$ cat config.mk
export PLATFORM = sky130hd
export DESIGN_NAME = multicycle_ctrl
export DESIGN_NICKNAME = d
export VERILOG_FILES = /design/src/rtl/multicycle_ctrl.sv
export SDC_FILE = /design/constraint.sdc
export NUM_CORES = 1
export LEC_CHECK = 0
export CELL_PAD_IN_SITES_DETAIL_PLACEMENT = 1
export CELL_PAD_IN_SITES_GLOBAL_PLACEMENT = 2
export CORE_ASPECT_RATIO = 0.8
export CORE_MARGIN = 3
export CORE_UTILIZATION = 30
export CTS_BUF_LIST = sky130_fd_sc_hd__clkbuf_16
export DETAILED_ROUTE_END_ITERATION = 7
export GPL_ROUTABILITY_DRIVEN = 0
export HOLD_SLACK_MARGIN = 0.1
export PLACE_DENSITY_LB_ADDON = 0.05
export SLEW_MARGIN = 20
export SYNTH_ARGS = -nofsm -noshare
export SYNTH_HDL_FRONTEND = slang
export SYNTH_SLANG_ARGS = --single-unit
export TNS_END_PERCENT = 1
$ cat constraint.sdc
create_clock -name clk -period 3.4 [get_ports clk]
set_input_delay 0.51 -clock clk [delete_from_list [all_inputs] [get_ports clk]]
set_output_delay 0.51 -clock clk [all_outputs]
set_load 0.005 [all_outputs]
$ cat src/rtl/multicycle_ctrl.sv
// Multi-cycle RV64 control FSM: fetch/decode/exec/mem/wb sequencing, retire counter, illegal/timeout halt.
// Latency: R-type 4 cycles, beq 3, ld 5+w, sd 4+w (w = MEM cycles without mem_ready); strobes registered.
// Backpressure: MEM holds its strobe until mem_ready, faulting to HALT after MEM_WAIT_MAX idle cycles.
module multicycle_ctrl #(
    parameter int MEM_WAIT_MAX = 15,
    parameter int RET_W        = 32
) (
    input  logic             clk,
    input  logic             rst_n,
    input  logic             run,
    input  logic [31:0]      instruction,
    input  logic             zero,
    input  logic             mem_ready,
    output logic             pc_write,
    output logic             ir_write,
    output logic             branch_taken,
    output logic             mem_read,
    output logic             mem_write,
    output logic             reg_write,
    output logic             mem_to_reg,
    output logic             alu_src,
    output logic [3:0]       alu_op,
    output logic [2:0]       state,
    output logic             illegal,
    output logic             fault,
    output logic [RET_W-1:0] retired
);

    typedef enum logic [2:0] {
        S_IDLE   = 3'd0,
        S_FETCH  = 3'd1,
        S_DECODE = 3'd2,
        S_EXEC   = 3'd3,
        S_MEM    = 3'd4,
        S_WB     = 3'd5,
        S_HALT   = 3'd6
    } state_t;

    typedef enum logic [2:0] {
        C_ADD, C_SUB, C_AND, C_OR, C_LD, C_SD, C_BEQ, C_ILL
    } cls_t;

    typedef struct packed {
        logic       pc_write;
        logic       ir_write;
        logic       mem_read;
        logic       mem_write;
        logic       reg_write;
        logic       mem_to_reg;
        logic       alu_src;
        logic [3:0] alu_op;
    } ctrl_t;

    localparam logic [3:0] OP_AND = 4'b0000;
    localparam logic [3:0] OP_OR  = 4'b0001;
    localparam logic [3:0] OP_ADD = 4'b0010;
    localparam logic [3:0] OP_SUB = 4'b0110;
    localparam logic [7:0] WAIT_MAX = 8'(MEM_WAIT_MAX);

    // Instruction class from the latched opcode/funct fields.
    function automatic cls_t classify(input logic [6:0] op, input logic [2:0] f3, input logic f7);
        cls_t c;
        c = C_ILL;
        case (op)
            7'b0110011: begin
                if      (f3 == 3'b000 && !f7) c = C_ADD;
                else if (f3 == 3'b000 &&  f7) c = C_SUB;
                else if (f3 == 3'b111 && !f7) c = C_AND;
                else if (f3 == 3'b110 && !f7) c = C_OR;
                else                          c = C_ILL;
            end
            7'b0000011: c = (f3 == 3'b011) ? C_LD  : C_ILL;
            7'b0100011: c = (f3 == 3'b011) ? C_SD  : C_ILL;
            7'b1100011: c = (f3 == 3'b000) ? C_BEQ : C_ILL;
            default:    c = C_ILL;
        endcase
        return c;
    endfunction

    // Moore strobe pattern for a state/class pair; anything not named stays 0.
    function automatic ctrl_t ctrl_for(input state_t s, input cls_t c);
        ctrl_t r;
        r = '0;
        case (s)
            S_FETCH: begin
                r.pc_write = 1'b1;
                r.ir_write = 1'b1;
            end
            S_EXEC: begin
                case (c)
                    C_ADD:       r.alu_op = OP_ADD;
                    C_SUB:       r.alu_op = OP_SUB;
                    C_AND:       r.alu_op = OP_AND;
                    C_OR:        r.alu_op = OP_OR;
                    C_LD, C_SD: begin
                        r.alu_src = 1'b1;
                        r.alu_op  = OP_ADD;
                    end
                    C_BEQ:       r.alu_op = OP_SUB;
                    default:     r.alu_op = 4'b0000;
                endcase
            end
            S_MEM: begin
                r.alu_src   = 1'b1;
                r.alu_op    = OP_ADD;
                r.mem_read  = (c == C_LD);
                r.mem_write = (c == C_SD);
            end
            S_WB: begin
                r.reg_write  = 1'b1;
                r.mem_to_reg = (c == C_LD);
            end
            default: r = '0;
        endcase
        return r;
    endfunction

    state_t           state_q, state_d;
    logic [6:0]       opcode_q, opcode_d;
    logic [2:0]       funct3_q, funct3_d;
    logic             funct7b5_q, funct7b5_d;
    logic [7:0]       wait_q, wait_d;
    logic [RET_W-1:0] retired_q, retired_d;
    logic             illegal_q, illegal_d;
    logic             fault_q, fault_d;
    ctrl_t            ctrl_q, ctrl_d;
    cls_t             cls_q, cls_d;

    assign cls_q = classify(opcode_q, funct3_q, funct7b5_q);
    assign cls_d = classify(opcode_d, funct3_d, funct7b5_d);

    // Next-state, field latch, wait counter, retire and sticky-flag logic.
    always_comb begin
        state_d    = state_q;
        opcode_d   = opcode_q;
        funct3_d   = funct3_q;
        funct7b5_d = funct7b5_q;
        wait_d     = wait_q;
        retired_d  = retired_q;
        illegal_d  = illegal_q;
        fault_d    = fault_q;
        case (state_q)
            S_IDLE: begin
                if (run) state_d = S_FETCH;
            end
            S_FETCH: begin
                opcode_d   = instruction[6:0];
                funct3_d   = instruction[14:12];
                funct7b5_d = instruction[30];
                state_d    = S_DECODE;
            end
            S_DECODE: begin
                if (cls_q == C_ILL) begin
                    illegal_d = 1'b1;
                    state_d   = S_HALT;
                end else begin
                    state_d = S_EXEC;
                end
            end
            S_EXEC: begin
                case (cls_q)
                    C_LD, C_SD: begin
                        wait_d  = 8'd0;
                        state_d = S_MEM;
                    end
                    C_BEQ: begin
                        retired_d = retired_q + 1'b1;
                        state_d   = run ? S_FETCH : S_IDLE;
                    end
                    default: state_d = S_WB;
                endcase
            end
            S_MEM: begin
                if (mem_ready) begin
                    if (cls_q == C_LD) begin
                        state_d = S_WB;
                    end else begin
                        retired_d = retired_q + 1'b1;
                        state_d   = run ? S_FETCH : S_IDLE;
                    end
                end else begin
                    wait_d = wait_q + 8'd1;
                    // Completion on the final allowed cycle takes priority over the timeout.
                    if (wait_q + 8'd1 == WAIT_MAX) begin
                        fault_d = 1'b1;
                        state_d = S_HALT;
                    end
                end
            end
            S_WB: begin
                retired_d = retired_q + 1'b1;
                state_d   = run ? S_FETCH : S_IDLE;
            end
            S_HALT:  state_d = S_HALT;
            default: state_d = S_IDLE;
        endcase
        ctrl_d = ctrl_for(state_d, cls_d);
    end

    // All FSM state and registered strobes; async reset clears strobes without a clock.
    always_ff @(posedge clk or negedge rst_n) begin
        if (!rst_n) begin
            state_q    <= S_IDLE;
            opcode_q   <= 7'd0;
            funct3_q   <= 3'd0;
            funct7b5_q <= 1'b0;
            wait_q     <= 8'd0;
            retired_q  <= '0;
            illegal_q  <= 1'b0;
            fault_q    <= 1'b0;
            ctrl_q     <= '0;
        end else begin
            state_q    <= state_d;
            opcode_q   <= opcode_d;
            funct3_q   <= funct3_d;
            funct7b5_q <= funct7b5_d;
            wait_q     <= wait_d;
            retired_q  <= retired_d;
            illegal_q  <= illegal_d;
            fault_q    <= fault_d;
            ctrl_q     <= ctrl_d;
        end
    end

    assign pc_write     = ctrl_q.pc_write;
    assign ir_write     = ctrl_q.ir_write;
    assign mem_read     = ctrl_q.mem_read;
    assign mem_write    = ctrl_q.mem_write;
    assign reg_write    = ctrl_q.reg_write;
    assign mem_to_reg   = ctrl_q.mem_to_reg;
    assign alu_src      = ctrl_q.alu_src;
    assign alu_op       = ctrl_q.alu_op;
    // Branch decision follows the live zero flag while in EXEC.
    assign branch_taken = (state_q == S_EXEC) && (cls_q == C_BEQ) && zero;
    assign state        = state_q;
    assign illegal      = illegal_q;
    assign fault        = fault_q;
    assign retired      = retired_q;

endmodule

==> run_results.csv <==
group,metric,value,unit
floorplanning,core,0.0112,sq mm
floorplanning,rows,34,
placed_design,hpwl,7.21,mm
setup_path,path_class,"reg2out",
power,p_comb_share,31.8,%
route,num_vias,3003,
clocking,ctsResizeCount,0,
timing,skew,0.00713,ns
route,drt_iter0_markers,172,
layout,diodes,0,
setup_path,endpoint,"branch_taken",
synth,synth_area,0.00356,sq mm
synth,syn_nets,404,
floorplanning,die-area,0.0132,sq mm
setup_path,path_cells,"or3_4, a21o_1, a2111oi_4, and3_1, clkdlybuf4s50_1",
layout,largest_register_ffs,32,
setup_path,startpoint,"funct3_q[1]",
timing,setup_viol,0,
placed_design,post-place-cells,569,
clocking,cts-root-buf,"clkbuf_16",
clocking,h-tree-depth,3,
floorplanning,io_pins,86,
clocking,cts_buffers,9,
floorplanning,initial_core_util,31.7,%
synth,ys_top_cells_by_area,"dfrtp_1, xnor2_1, nand2_1",
grt,grt_pass1_wl,16.6,mm
timing,rsz0062_at_grt,"no",
clocking,worstSkewPairLatency,0.32,ns
min_path,hold_path_depth,1,
synth,synth_ff_type,"dfrtp_1",
route,wl_per_cell,16.6,microns
power,internal_power,2.04,mW
layout,layout-drive-gt1-share,10.4,%
power,irDropWorstVdd,279,uV
layout,area_growth,32.0,%
timing,post-route-period-util,93.5,%
timing,finalSetupTns,0,ns
route,drc,0,
power,p_clk_share,30.8,%
placed_design,port_buffers,63,
synth,synth_enable_flop_cells,0,
setup_path,cp-end-kind,"output pin",
clocking,path_clk_slew,0.06,ns
layout,final_cell_count_no_fill,586,
layout,multiInputGateArea,0.00181,sq mm
clocking,tritoncts,"built",
grt,gr-total-overflow,0,
setup_path,slowest_stage,"clkdlybuf4s50_1",
synth,avgSynthCellArea,9.77,sq um
grt,grt_max_degree,43,
setup_path,crit_fanout,11,
route,drt-pass1-iter-count,4,
timing,drv_slew,0,
timing,finalHoldViolCount,0,
timing,relSlewSlack,44.8,%
setup_path,startpoint_type,"flip-flop",
setup_path,rr_endpoint,"alu_op[2]",
job,cap_violations,0,
synth,yosys.area.top_type,"dfrtp_1",
grt,grt_use_total,15.8,%
power,p_seq_share,37.4,%
clocking,clk_path_buf_depth,2,
setup_path,rrSetupSlack,0.65,ns
setup_path,critPathMaxStageDelay,0.50,ns
clocking,cts_setup_buffers,0,
clocking,cts_hold_buf,1,
clocking,cts.sinks,65,
synth,ys_ff_latch,65,
synth,synthCells,364,
timing,tightest_slew,0.824,ns
setup_path,cpLargestDelayFamily,"simple AND/OR/NAND/NOR gates",
layout,fillers,1288,
route,viasPerCell,5.12,
route,drt-total-wl,9.75,mm
min_path,hp-class,"reg2reg",
setup_path,r2r_start,"state[2]",
floorplanning,fp.dieW,128,microns
setup_path,reg2reg_depth,7,
outcome,status,"finished, final reports clean",
grt,grt_pass1_vias,3138,
setup_path,path_buf_inv,1,
synth,async_reset_ff_share,100,%
layout,nets,477,
timing,max_freq,0.315,GHz
setup_path,critPathArrivalTime,2.67,ns
synth,yosysSeqAreaShare,45.7,%
power,power.leakage,1.97,nW
power,power.switching,1.11,mW
route,ant_nets,0,
layout,seq_area,0.00163,sq mm
synth,synth_top_area_share,45.7,%
floorplanning,die_h,103,microns
power,powerDensity,670,mW/mm^2
power,sw_frac_of_total,35.3,%
setup_path,crit_cells,5,
setup_path,required,2.89,ns
grt,antenna_found_initial,0,
synth,yosysWarningCount,0,
timing,min_period,3.18,ns
synth,ys_types,68,
[worst min path at each step]
| stage | from | endpoint | slack, ns |
|---|---|---|---|
| floorplan | rst_n | alu_op[0] | 0.21 |
| global placement | rst_n | retired[24] | 0.30 |
| detailed placement | rst_n | retired[24] | 0.30 |
| CTS | rst_n | retired[24] | 0.48 |
| global route | retired[31] | retired[31] | 0.49 |
| finish | retired[31] | retired[31] | 0.47 |
[cells in the mapped netlist (all sizes together) (2+ instances only)]
master and n:
inv 9, nor2b 3, a31oi 5, o211ai 4, nand3b 6, buf 9, maj3 2, dfrtp 65
and4bb 2, and4 2, o22ai 3, a2111oi 4, nand2 58, and2 2, o31ai 3, a211o 3
nor3b 2, nor2 27, ha 3, clkbuf 6, nand3 15, o311ai 2, xnor2 27, mux2 2
nand4 10, o221ai 2, a21o 3, and3 18, nand2b 5, xor2 8, nor4bb 2, o21ai 15
nor3 4, or3 4, nor4 6, nor4b 2, or2 2, mux2i 4
[final cells by class]
cell class,count,share of cell area [%]
inverters,9,0.719
flip-flops and latches,65,34.6
clock inverters,7,1.87
well taps,144,3.84
multi-input cells,275,38.5
repair buffers,77,15.6
clock buffers,9,4.80
[placed cells by master (no fill, tap or decap), types with 6 or more instances in the layout]
| master | n |
|---|---|
| dfrtp_1 | 65 |
| clkdlybuf4s50_1 | 62 |
| nand2_1 | 58 |
| xnor2_1 | 27 |
| nor2_1 | 27 |
| and3_1 | 18 |
| o21ai_0 | 15 |
| nand3_1 | 14 |
| buf_4 | 13 |
| inv_1 | 11 |
| nand4_1 | 10 |
| clkbuf_16 | 9 |
| xor2_1 | 8 |
| nand3b_1 | 6 |
[power groups by stage]
| stage | clock [mW] | sequential, mW | combinational (mW) |
|---|---|---|---|
| final | 0.971 | 1.18 | 1.00 |
| after floorplan | 0 | 1.07 | 0.728 |
| after CTS | 0.995 | 1.18 | 1.02 |
| after detailed placement | 0 | 1.19 | 1.01 |
| after global routing | 1.04 | 1.21 | 1.12 |
| after global placement | 0 | 1.18 | 0.997 |
[logic make-up after synthesis]
family,count (synthesis),synth area share (%)
AOI/OAI and AO/OA,53,12.0
xor gates and xnor gates,35,8.62
adders and majority gates,5,1.62
DFF,65,45.7
buffers and inverters,24,3.41
and+or+nand+nor,175,26.7
other,1,0.105
muxes,6,1.76
[per-stage QoR]
step           area, sq um  total power, mW  hold slack [ns]  setup slack [ns]  utilization, %
2_1_floorplan         3560             1.80            0.214             0.959               -
4_1_cts               4700             3.19            0.476             0.189            41.8
5_1_grt               4700             3.37            0.492            0.0711            41.8
3_3_place_gp          4370             2.18            0.299             0.499            38.9
3_5_place_dp          4370             2.20            0.300             0.468            38.9
6_report              4700             3.15            0.472             0.221            41.8
[metal layers]
metal / global-route usage (%) / wire length, microns
met2: 23.8 / 4270
met1: 22.8 / 4970
met5: 0 / 0
met3: 4.06 / 402
met4: 4.00 / 99
Note: power is estimated with default switching activity, not from simulation.
==> patch 1 (same settings) <==
`RET_W`: 32 -> 40.
--- a/src/rtl/multicycle_ctrl.sv
+++ b/src/rtl/multicycle_ctrl.sv
@@ -3,7 +3,7 @@
 // Backpressure: MEM holds its strobe until mem_ready, faulting to HALT after MEM_WAIT_MAX idle cycles.
 module multicycle_ctrl #(
     parameter int MEM_WAIT_MAX = 15,
-    parameter int RET_W        = 32
+    parameter int RET_W        = 40
 ) (
     input  logic             clk,
     input  logic             rst_n,
Ports: changed (resized retired); port bits go from 86 to 94. The function was not compared with the original's and may differ.
==> patch 1 against the original RTL <==
- total power grew 13%
- wire length grew 21%
- worst hold slack lost 0.29 ns
- setup slack gained 0.098 ns
- via count grew 12%
- largest power group unchanged
- sequential share of layout area shrank 0.20 points
- register-to-register slack gained 0.02 ns
- area after synthesis grew 14%
- sequential cell count grew 8
- clock skew is essentially flat
- synthesized cell count grew 12%
- final area grew 13%
- first-iteration DRC count shrank 35%
==> patch 1: results (changes against the original RTL) <==
{
  "routed-via-count": {"value": 3371, "change": "+12%"},
  "grt_start_max_net_pins": {"value": 74, "change": "+72%"},
  "outcome": {"value": "finished, final reports clean"},
  "worstSetupStartpoint": {"value": "opcode_q[4]"},
  "synth_cell_types": {"value": 56, "change": "-18%"},
  "postSynthCellCount": {"value": 407, "change": "+12%"},
  "synthesis.nets": {"value": 447, "change": "+11%"},
  "design.final.nets": {"value": 518, "change": "+8.6%"},
  "r2r_end": {"value": "retired[28]"},
  "largest_register_ff_count": {"value": 40, "change": "+25%"},
  "dr.pass1.iters": {"value": 6, "change": "+2"},
  "detailedPlacementHpwl": {"value": 8.44, "unit": "mm", "change": "+17%"},
  "placedCellCount": {"value": 642, "change": "+13%"},
  "critPathMaxStageDelay": {"value": 0.59, "unit": "ns", "change": "+0.09 ns"},
  "yosys-top-cells-area": {"value": "dfrtp_1, xor2_1, nor3_1, nand4_1, mux2_2"},
  "grt_first_pass_wirelength": {"value": 19.2, "unit": "mm", "change": "+16%"},
  "totalWireLength": {"value": 11.8, "unit": "mm", "change": "+21%"},
  "grt_pass1_vias": {"value": 3537, "change": "+13%"},
  "timing.critical_path.arrival": {"value": 2.57, "unit": "ns", "change": "-0.10 ns"},
  "power_leakage": {"value": 2.33, "unit": "nW", "change": "+18%"},
  "postPlaceCellArea": {"value": 4940, "unit": "um2", "change": "+13%"},
  "layoutNonFillerInstCount": {"value": 658, "change": "+12%"},
  "post_route_cells_drive_above_1_share": {"value": 10.6, "unit": "%", "change": "+0.15 points"},
  "yosys-top-cells-count": {"value": "dfrtp_1, xor2_1, nor3_1"},
  "synth_seq_area_share": {"value": 45.1, "unit": "%", "change": "-0.61 points"},
  "relSlewSlack": {"value": 52.3, "unit": "%", "change": "+7.5 points"},
  "clock_skew": {"value": 0.00726, "unit": "ns", "change": "+0.000134 ns"},
  "gr-usage-all-layers": {"value": 16.4, "unit": "%", "change": "+0.63 points"}
}
## patch 1: how the worst min path moves through the flow
stage	from	to	slack, ns	cells past startpoint
final	rst_n	funct3_q[0]	0.18	1
after global routing	rst_n	opcode_q[4]	0.26	1
after CTS	rst_n	opcode_q[4]	0.37	1
after detailed placement	fault	fault	0.46	1
after global placement	fault	fault	0.45	1
after floorplan	rst_n	alu_op[0]	0.21	0
## patch 1: cell type report
cell class	instances	area, um2
fillers	1448	7700
repair buffers	83	802
clock buffers	9	225
flip-flops and latches	73	1830
inverters	12	45.0
clock inverters	7	133
well taps	175	219
multi-input cells	299	2050
## patch 1: power by group
| group | switching (W) | internal [W] |
|---|---|---|
| Clock | 0.000380 | 0.000785 |
| Sequential | 0.000220 | 0.00101 |
| Combinational | 0.000648 | 0.000522 |
## patch 1: metrics by stage
stage	setup slack, ns	utilization [%]
detailed placement	0.614	38.0
finish	0.318	40.8
CTS	0.268	40.7
global placement	0.654	38.0
floorplan	1.19	-
global route	0.0949	40.8
## patch 1: logic make-up after synthesis
| family | share of synthesized area (%) |
|---|---|
| DFF | 45.1 |
| buffers and inverters | 4.48 |
| muxes | 5.04 |
| other | 0.0926 |
| AOI/OAI and AO/OA | 8.50 |
| xor gates and xnor gates | 9.95 |
| and+or+nand+nor | 25.9 |
| adders and majority gates | 0.927 |
## patch 1: layer usage
metal	share of wire (%)	global-route usage, %
met4	1.0	3.67
met1	53	24.9
met5	0	0
met3	4.9	3.89
met2	41	23.6
==> patch 2 (config.mk and constraints unchanged) <==
Without the edit above. Reset style: synchronous (`rst_n`), changed in one clocked block. Comments in the files are not updated.
--- a/src/rtl/multicycle_ctrl.sv
+++ b/src/rtl/multicycle_ctrl.sv
@@ -198,7 +198,7 @@
     end
 
     // All FSM state and registered strobes; async reset clears strobes without a clock.
-    always_ff @(posedge clk or negedge rst_n) begin
+    always_ff @(posedge clk) begin
         if (!rst_n) begin
             state_q    <= S_IDLE;
             opcode_q   <= 7'd0;
Check against the original RTL: differs if rst_n is asserted again (counterexample within 4 cycles, from zero or initial values and one cycle with rst_n low); with rst_n held inactive, the same outputs for 10 cycles.
==> patch 2 against the original RTL <==
- global-route usage up 0.78 points
- setup slack worse by 0.0027 ns
- critical path depth up 1
- sequential cell count unchanged
- wire length up 3.5%
- sequential share of layout area down 5.9 points
- area after synthesis down 5.2%
- synthesized cell count up 16%
- fmax about the same
- final area down 3.3%
Power is not compared: it rests on default switching activity, and its combinational part moved more than twofold at a synthesized area within 25%.
==> patch 2: results (changes against the original RTL) <==
{
  "drt_iter0_drc": {"value": 234, "change": "+36%"},
  "yosys-top-cells-area": {"value": "dfxtp_1, a21oi_1, nand2_1, o21ai_0, nor2_1"},
  "synth_area_leader_cell": {"value": "dfxtp_1"},
  "synth_compound_gate_area_share": {"value": 21.0, "unit": "%", "change": "+9.0 points"},
  "wl_met1": {"value": 5.45, "unit": "mm", "change": "+9.6%"},
  "r2r_cells": {"value": 10, "change": "+3"},
  "signal_buffer_area_fraction": {"value": 16.8, "unit": "%", "change": "+1.2 points"},
  "reg2reg_from": {"value": "funct3_q[1]"},
  "synth_flop_cell": {"value": "dfxtp_1"},
  "layout_multi_input_combinational_cell_count": {"value": 320, "change": "+16%"},
  "grt_pass1_vias": {"value": 3238, "change": "+3.2%"},
  "clock_cell_area_share": {"value": 7.55, "unit": "%", "change": "+0.89 points"},
  "grt.met2_usage": {"value": 25.1, "unit": "%", "change": "+1.4 points"},
  "hold_path_startpoint": {"value": "opcode_q[3]"},
  "synthAdderAreaFrac": {"value": 1.11, "unit": "%", "change": "-0.50 points"},
  "multi_input_area_share": {"value": 41.8, "unit": "%", "change": "+3.3 points"},
  "tightestPinTransition": {"value": 0.746, "unit": "ns", "change": "-0.0777 ns"},
  "grt_start_max_net_pins": {"value": 53, "change": "+23%"},
  "post_route_cells_drive_above_1_share": {"value": 9.09, "unit": "%", "change": "-1.3 points"},
  "nonClockInverterCount": {"value": 15, "change": "+6"},
  "met2WireLength": {"value": 4.17, "unit": "mm", "change": "-2.5%"},
  "min_path_cells": {"value": 2, "change": "+1"},
  "avgViaCountPerCell": {"value": 5.26, "change": "+2.6%"},
  "design.final.nets": {"value": 530, "change": "+11%"},
  "synth_cell_types": {"value": 59, "change": "-13%"},
  "final.fill_count": {"value": 1261, "change": "-2.1%"},
  "route.met3.wl": {"value": 345, "unit": "um", "change": "-14%"},
  "num-nonclk-buffers": {"value": 79, "change": "+2.6%"},
  "synth-xor-area-share": {"value": 3.12, "unit": "%", "change": "-5.5 points"},
  "outcome": {"value": "finished, final reports clean"}
}
patch 2: cell count changes after synthesis, moves of 11 or more:
| cell | before | now |
|---|---|---|
| a21oi_1 | 1 | 44 |
| and3_1 | 18 | 4 |
| dfrtp_1 | 65 | 0 |
| dfxtp_1 | 0 | 65 |
| o31ai_1 | 3 | 14 |
| or4_1 | 1 | 14 |
| xnor2_1 | 27 | 7 |
patch 2: stage by stage:
| stage | instances | worst slack (ns) | area, um2 | power [W] | hold slack (ns) |
|---|---|---|---|---|---|
| finish | 635 | 0.218 | 4540 | 0.00214 | 0.455 |
| global route | 635 | 0.102 | 4540 | 0.00224 | 0.481 |
| CTS | 633 | 0.0546 | 4510 | 0.00218 | 0.461 |
| detailed placement | 617 | 0.371 | 4170 | 0.00109 | 0.453 |
| global placement | 617 | 0.389 | 4170 | 0.00108 | 0.442 |
| floorplan | 422 | 0.801 | 3370 | 0.000979 | 0.432 |
